--- src/rtl/seq_mult_pkg.sv ---
// Shared types and constants for the sequential shift-add multiplier.
// Latency: n/a (declarations only).
// Backpressure: n/a.
package seq_mult_pkg;

  // Controller states: waiting for a request, or stepping through the bits
  typedef enum logic {
    IDLE = 1'b0,
    CALC = 1'b1
  } state_t;

  // Step counter width: must be able to hold the value WIDTH itself
  function automatic int cnt_width(input int width);
    return $clog2(width + 1);
  endfunction

endpackage

--- src/rtl/seq_mult_abs.sv ---
// Magnitude and sign extraction for one two's complement operand.
// Latency: combinational, zero cycles.
// Backpressure: none; pure function of the input.
module seq_mult_abs #(
  parameter int WIDTH = 8
) (
  input  logic [WIDTH-1:0] i_val,
  output logic [WIDTH-1:0] o_mag,
  output logic             o_sgn
);

  // The most negative value maps to 2^(WIDTH-1), which still fits unsigned
  assign o_sgn = i_val[WIDTH-1];
  assign o_mag = o_sgn ? (~i_val + WIDTH'(1)) : i_val;

endmodule

--- src/rtl/seq_multiplier.sv ---
// Sequential shift-add multiplier, 2*WIDTH-bit product; optional two's complement mode via SEQ_MULT_SIGNED_EN.
// Latency: done/product appear WIDTH+1 cycles after the start cycle; one result per WIDTH+1 cycles back-to-back.
// Backpressure: start is ignored while busy; a start in the done cycle is accepted.
module seq_multiplier
  import seq_mult_pkg::*;
#(
  parameter int WIDTH = 8
) (
  input  logic                 clk,
  input  logic                 rst,
  input  logic                 start,
  input  logic [WIDTH-1:0]     a,
  input  logic [WIDTH-1:0]     b,
  output logic                 busy,
  output logic                 done,
  output logic [2*WIDTH-1:0]   product
);

  localparam int PW = 2 * WIDTH;
  localparam int CW = cnt_width(WIDTH);
  // The counter holds the number of steps already taken; this value marks the final one
  localparam logic [CW-1:0] LAST_STEP = CW'(WIDTH - 1);

  state_t            r_state;
  logic [PW-1:0]     r_mcand;
  logic [WIDTH-1:0]  r_mplier;
  logic [PW-1:0]     r_acc;
  logic [CW-1:0]     r_cnt;
  logic              r_busy;
  logic              r_done;
  logic [PW-1:0]     r_product;

  logic [WIDTH-1:0]  w_a_mag;
  logic [WIDTH-1:0]  w_b_mag;
  logic [PW-1:0]     w_addend;
  logic [PW-1:0]     w_acc_next;
  logic [PW-1:0]     w_result;
  logic              w_last;

`ifdef SEQ_MULT_SIGNED_EN
  logic              r_neg;
  logic              w_a_sgn;
  logic              w_b_sgn;
  logic              w_neg;

  // Operands are multiplied as magnitudes; the sign is reapplied at the end
  seq_mult_abs #(.WIDTH(WIDTH)) u_abs_a (
    .i_val (a),
    .o_mag (w_a_mag),
    .o_sgn (w_a_sgn)
  );

  seq_mult_abs #(.WIDTH(WIDTH)) u_abs_b (
    .i_val (b),
    .o_mag (w_b_mag),
    .o_sgn (w_b_sgn)
  );

  assign w_neg    = w_a_sgn ^ w_b_sgn;
  assign w_result = r_neg ? (~w_acc_next + PW'(1)) : w_acc_next;
`else
  assign w_a_mag  = a;
  assign w_b_mag  = b;
  assign w_result = w_acc_next;
`endif

  // One shift-add step: add the shifted multiplicand when the multiplier LSB is set
  assign w_addend   = r_mplier[0] ? r_mcand : '0;
  assign w_acc_next = r_acc + w_addend;
  assign w_last     = (r_cnt == LAST_STEP);

  // Controller and datapath: accept in IDLE, step WIDTH times in CALC, publish on the last step
  always_ff @(posedge clk) begin
    if (rst) begin
      r_state   <= IDLE;
      r_mcand   <= '0;
      r_mplier  <= '0;
      r_acc     <= '0;
      r_cnt     <= '0;
      r_busy    <= 1'b0;
      r_done    <= 1'b0;
      r_product <= '0;
`ifdef SEQ_MULT_SIGNED_EN
      r_neg     <= 1'b0;
`endif
    end else begin
      r_done <= 1'b0;
      case (r_state)
        IDLE: begin
          if (start) begin
            r_mcand  <= {{WIDTH{1'b0}}, w_a_mag};
            r_mplier <= w_b_mag;
            r_acc    <= '0;
            r_cnt    <= '0;
            r_busy   <= 1'b1;
            r_state  <= CALC;
`ifdef SEQ_MULT_SIGNED_EN
            r_neg    <= w_neg;
`endif
          end
        end
        CALC: begin
          r_acc    <= w_acc_next;
          r_mcand  <= r_mcand << 1;
          r_mplier <= r_mplier >> 1;
          r_cnt    <= r_cnt + CW'(1);
          if (w_last) begin
            // busy drops together with done so a start in the done cycle is taken
            r_product <= w_result;
            r_done    <= 1'b1;
            r_busy    <= 1'b0;
            r_state   <= IDLE;
          end
        end
        default: begin
          r_state <= IDLE;
          r_busy  <= 1'b0;
        end
      endcase
    end
  end

  assign busy    = r_busy;
  assign done    = r_done;
  assign product = r_product;

endmodule

--- config.mk ---
export PLATFORM = sky130hd
export DESIGN_NAME = seq_multiplier
export DESIGN_NICKNAME = d
export VERILOG_FILES = /design/src/rtl/seq_mult_pkg.sv /design/src/rtl/seq_mult_abs.sv /design/src/rtl/seq_multiplier.sv
export SDC_FILE = /design/constraint.sdc
export NUM_CORES = 1
export LEC_CHECK = 0
export ABC_AREA = 1
export CAP_MARGIN = 10
export CORE_ASPECT_RATIO = 0.5
export CORE_MARGIN = 8
export CORE_UTILIZATION = 25
export CTS_BUF_LIST = sky130_fd_sc_hd__clkbuf_16
export CTS_CLUSTER_SIZE = 25
export DETAILED_ROUTE_END_ITERATION = 16
export PLACE_DENSITY = 0.46
export SLEW_MARGIN = 20
export SYNTH_ARGS = -nofsm -noshare
export SYNTH_HDL_FRONTEND = slang
export SYNTH_HIERARCHICAL = 1
export SYNTH_SLANG_ARGS = --single-unit
--- constraint.sdc ---
create_clock -name clk -period 2.9 [get_ports clk]
set_clock_uncertainty 0.2 [all_clocks]
set_input_delay 0.58 -clock clk [delete_from_list [all_inputs] [get_ports clk]]
set_output_delay 0.58 -clock clk [all_outputs]
set_load 0.1 [all_outputs]
Word-level counts from Yosys, hierarchy flattened. Cells that the tools add are included.

Bits in registers: 63. Input port bits: 19. Output and inout bits: 18. Logic and storage cells: 33.

Add/sub/neg operators: 2. Equal/unequal tests: 3. Muxes and demuxes: 16. Bitwise operators: 1. Reductions and logical operators: 3.

Operators by type and width (count): $pmux W16 S2 (2); $mux W16 (3); $add A16 B16 Y16 (1); $pmux W8 S2 (1); $mux W8 (1); $pmux W4 S2 (1); $mux W1 (5); $add A4 B1 Y4 const B (1); $eq A4 B3 Y1 const B (1); $mux W4 (1); $pmux W1 S2 (2); $reduce_and A2 Y1 (2); $ne A2 B1 Y1 const B (1); $ne A2 B2 Y1 const B (1); $reduce_or A2 Y1 (1); $not A1 Y1 (1).

Longest topological paths before layout.
Word-level depth: 3. Depth in mapped cells: 15.

Worst setup path after synthesis. No wires, ideal clock.

Path type: register to register. From: register r_mplier[0]. To: register r_acc[8]. Data arrival time: 1923 ps. Setup slack: 657 ps. Cell stages (with the launch flop): 15. Period minus slack after synthesis: 2243 ps. Cell sequence: dfxtp_1 buf_2 clkbuf_1 nand2_1 inv_1 ha_1 fa_1 nand2_1 nand2_1 and2_4 nand2_1 nand2_2 xor2_2 nand2_1 a21oi_2.

Cells in the longest elaborated chain, start to end: 3.

Ends and longest elaborated chain: start: declaration (line seq_multiplier.sv:26) `logic [WIDTH-1:0] r_mplier;`; start signal: assignment (line seq_multiplier.sv:92) `r_mplier <= w_b_mag;`; start signal: assignment (line seq_multiplier.sv:105) `r_mplier <= r_mplier >> 1;`; $mux W16 (line seq_multiplier.sv:68) `assign w_addend = r_mplier[0] ? r_mcand : '0;`; $add A16 B16 Y16 (line seq_multiplier.sv:69) `assign w_acc_next = r_acc + w_addend;`; $pmux W16 S2 (line seq_multiplier.sv:88) `case (r_state)`; end signal: assignment (line seq_multiplier.sv:103) `r_acc <= w_acc_next;`; end: declaration (line seq_multiplier.sv:27) `logic [PW-1:0] r_acc;`.

Every way passes these cells. A chain may end at the register's enable or synchronous reset.

Final worst setup path. Ends and elaborated chain as after synthesis.

==> metrics.md <==
| Metric | Value |
|---|---|
| Synth warn | `6` |
| Clock buffer depth | `2` |
| Die width | `~180 microns` |
| Largest delay share family, worst path | `flip-flops` |
| Gates resized, CTS repair | `0` |
| Remaining DRCs | `0` |
| Max-slew violations | `0` |
| Post-synthesis sequential area ratio | `between 30% and 40%` |
| Clock Latency Late Sink | `0.34 ns` |
| CTS tree | `yes` |
| DR iter-0 viols | `roughly 140` |
| Antenna cells | `0` |
| CTS Buf Count | `9` |
| DR pass1 iterations | `4` |
| Cell Pwr Density | `roughly 540 nW/um^2` |
| Hold Path Class | `reg -> reg` |
| Initial Util | `between 20% and 30%` |
| Multi-input logic area | `~1900 sq um` |
| Leakage power | `0.00222 uW` |
| Post-CTS Setup Bufs | `0` |
| Die H | `roughly 100 microns` |
| Critical path class | `reg -> reg` |
| Max-slew headroom | `a little over half` |
| Worst setup path start | `r_mplier[0]` |
| Die area | `about 18,000 sq um` |
| Post-DP Area | `4020 sq um` |
| Routed wire per std cell | `~13 microns` |
| CP max-delay cell | `dfxtp_1` |
| Max cap viols | `0` |
| Crit-path cells | `nand2_1, inv_1, ha_1, fa_1, nand2_1, nand2_1, and2_4, nand2_1, nand2_2, xor2_2, nand2_1, a21oi_2` |
| Cell Area, Synth | `roughly 3500 sq um` |
| Area delta synth->final | `24.0%` |
| Clock H-tree levels | `3` |
| Period utilisation layout | `80.9%` |
| Share of cells above drive strength 1 | `between 10% and 20%` |
| Hold_buf cts | `0` |
| Mean Syn Cell Area | `6.90 sq um` |
| Seq cells post-synth | `63` |
| Crit path largest cell delay | `~0.66 ns` |
| Root buf cell | `clkbuf_16` |
| Status | `finished, final reports clean` |
| First-pass GRT wire length | `15,900 microns` |
| R2R Path Start | `r_mplier[0]` |
| HPWL Detailed | `around 6600 microns` |
| Slew @ Worst Pin | `about 0.69 ns` |
| IO Count | `37` |
| Nets | `580` |
| Vias per cell | `roughly 4.3` |
| Crit start category | `flop` |
| Mapped Cells | `roughly 500` |
| Wirelength, routed | `roughly 9300 microns` |
| CP Data Required Time | `a little under 3 ns` |
| Initial antenna violation count | `0` |
| Fmax | `around 0.43 GHz` |
| ANT nets after route | `0` |
| CP bufs+invs | `1` |
| RSZ-0062 raised after global routing | `false` |
| Final-report setup violation count | `0` |
| Fin area | `between 4000 and 5000 sq um` |
| Via Count | `3,155` |
| Port bufs | `36` |
| Final Instance Count excl. Fillers | `~740` |
| Total Neg Setup Slack | `0 ns` |
| Worst-path clk slew | `approximately 0.06 ns` |
| Grt total ovfl | `0` |
| Hold Crit Start | `product[5]` |
| TritonCTS Sinks | `between 60 and 70` |
| Most frequent CP cell | `nand2_1` |
| Fin crit period | `around 2.3 ns` |
| Fillcell total | `roughly 1,500` |
| Final Hold Viols | `0` |
| Worst-path fanout max | `17` |
| Post-Syn Nets | `~550` |
| CP Data Arrival Time | `2.41 ns` |
| Worst vdd ir | `0.237 mV` |
| FF+latch area | `1260 sq um` |
| Core area | `roughly 14,000 sq um` |
| Standard-cell row count | `30` |
| Vias in the first global route | `approximately 3,200` |
| Inst Count DP | `about 730` |
| Gr usage total | `a little over a tenth` |
| CP Capture Type | `flop` |
| Largest net degree at the start of global routing | `40` |
| Distinct cells, synth | `38` |
| GP Congestion | `about 0.79` |
## cells in the final DEF, fill, tap and decap left out
| cell type | Yosys | layout |
|---|---|---|
| a22oi_1 | 1 | 1 |
| nand3b_4 | 1 | 1 |
| bufinv_16 | 0 | 4 |
| nand2_2 | 13 | 13 |
| xor2_2 | 1 | 1 |
| clkinv_4 | 0 | 1 |
| a22o_1 | 5 | 5 |
| nor2_1 | 13 | 13 |
| nand3_2 | 8 | 8 |
| nor2_2 | 4 | 4 |
| ha_1 | 16 | 16 |
| clkdlybuf4s50_1 | 0 | 18 |
| a21oi_2 | 7 | 7 |
| and2_4 | 1 | 1 |
| fa_1 | 1 | 1 |
| nand3b_2 | 1 | 1 |
| nor3_1 | 1 | 1 |
| nor2_4 | 2 | 2 |
| nand3_1 | 41 | 41 |
| clkbuf_16 | 0 | 9 |
| o211ai_1 | 2 | 2 |
| or2_1 | 4 | 4 |
| and2_1 | 2 | 2 |
| or2_4 | 1 | 1 |
| nand4_1 | 1 | 1 |
| nand2_1 | 180 | 180 |
| a21oi_1 | 31 | 31 |
| dfxtp_1 | 63 | 63 |
| o21ai_0 | 5 | 5 |
| clkinv_1 | 0 | 1 |
| o221ai_1 | 2 | 2 |
| a211oi_1 | 1 | 1 |
| inv_1 | 71 | 72 |
| nor3_2 | 2 | 2 |
| xor2_1 | 3 | 3 |
| nand3b_1 | 2 | 2 |
| xnor2_1 | 1 | 1 |
| buf_4 | 2 | 24 |
| inv_2 | 4 | 4 |
## synthesized netlist by cell type
cell      instances  area share [%]
ha_1             16             5.7
nand4_1           1            0.18
nand3_2           8             2.3
nor3_1            1            0.14
xor2_1            3            0.74
fa_1              1            0.57
o211ai_1          2            0.42
xor2_2            1            0.46
o21ai_0           5            0.71
and2_1            2            0.35
nand2_1         180              19
buf_4             2            0.42
nor2_1           13             1.4
inv_2             4            0.42
or2_1             4            0.71
clkbuf_1          4            0.42
o221ai_1          2            0.50
a211oi_1          1            0.21
a22o_1            5             1.2
and2_4            1            0.25
dfxtp_1          63              36
nor2_4            2            0.64
xnor2_1           1            0.25
a21oi_1          31             4.4
nor2_2            4            0.71
nand3b_1          2            0.42
a22oi_1           1            0.21
buf_6             2            0.64
buf_1             2            0.21
nand3b_2          1            0.32
nand3b_4          1            0.57
nand3_1          41             5.8
a21oi_2           7             1.7
buf_2            11             1.6
inv_1            71             7.5
nand2_2          13             2.3
or2_4             1            0.25
nor3_2            2            0.57
## routing by layer
layer,part of all wire (%),track usage (%)
met5,0,0
met4,1.3,4.13
met3,3.2,2.96
met2,44,17.4
met1,52,13.5
## final timing paths
path | endpoint | cells past startpoint | slack (ns)
setup / recovery | r_acc[8] | 12 | 0.56
hold / removal | product[5] | 2 | 0.25
setup reg to reg | r_acc[8] | 12 | 0.56
hold reg to reg | product[5] | 2 | 0.25
## worst register-to-register path, stage by stage, from the launching register on
cell and delay (ns):
dfxtp_1 0.66, nand2_1 0.12, inv_1 0.08, ha_1 0.17, fa_1 0.22, nand2_1 0.06, nand2_1 0.10, and2_4 0.17
nand2_1 0.06, nand2_2 0.07, xor2_2 0.16, nand2_1 0.08, a21oi_2 0.11
## where the power goes
group | internal (uW) | switching [uW] | leakage, uW | total (uW)
clock network | 922 | 415 | 0.000178 | 1340
registers | 883 | 16.1 | 0.000511 | 900
logic | 52.8 | 90.1 | 0.00153 | 143
total | 1860 | 521 | 0.00222 | 2380
## cell families (layout without fill, tap and decap cells)
group / count (synthesis) / count (layout) / synth area share, %
flip-flops: 63 / 63 / 35.7
buffers and inverters: 96 / 133 / 11.2
adder cells (fa/ha/maj): 17 / 17 / 6.23
XOR/XNOR: 5 / 5 / 1.45
AO/OA/AOI/OAI: 54 / 54 / 9.42
AND/OR/NAND/NOR: 277 / 277 / 36.0
## final cells by class
class                           instances  area share (%)
Sequential cell                        63            28.8
Tap cell                              192            5.48
Clock inverter                          7            3.11
Multi-Input combinational cell        353            42.8
Inverter                               75            6.43
Timing Repair Buffer                   42            8.23
Clock buffer                            9            5.14
## flip-flops by register name, summed over array words and instances (netlist names)
signal    cells
r_cnt         4
product      16
r_mcand      16
done          1
r_mplier      8
r_state       1
busy          1
r_acc        16
## per-stage QoR
stage | power, uW | hold WS (ns) | setup WS [ns] | utilization [%]
after floorplan | 1010 | 0.240 | 0.657 | -
after global placement | 1060 | 0.240 | 0.568 | 29.4
after detailed placement | 1060 | 0.247 | 0.560 | 29.4
after CTS | 2410 | 0.257 | 0.514 | 32.1
after global routing | 2460 | 0.271 | 0.302 | 32.1
final | 2380 | 0.251 | 0.555 | 32.1
No activity file was read; power rests on OpenSTA's default activity.
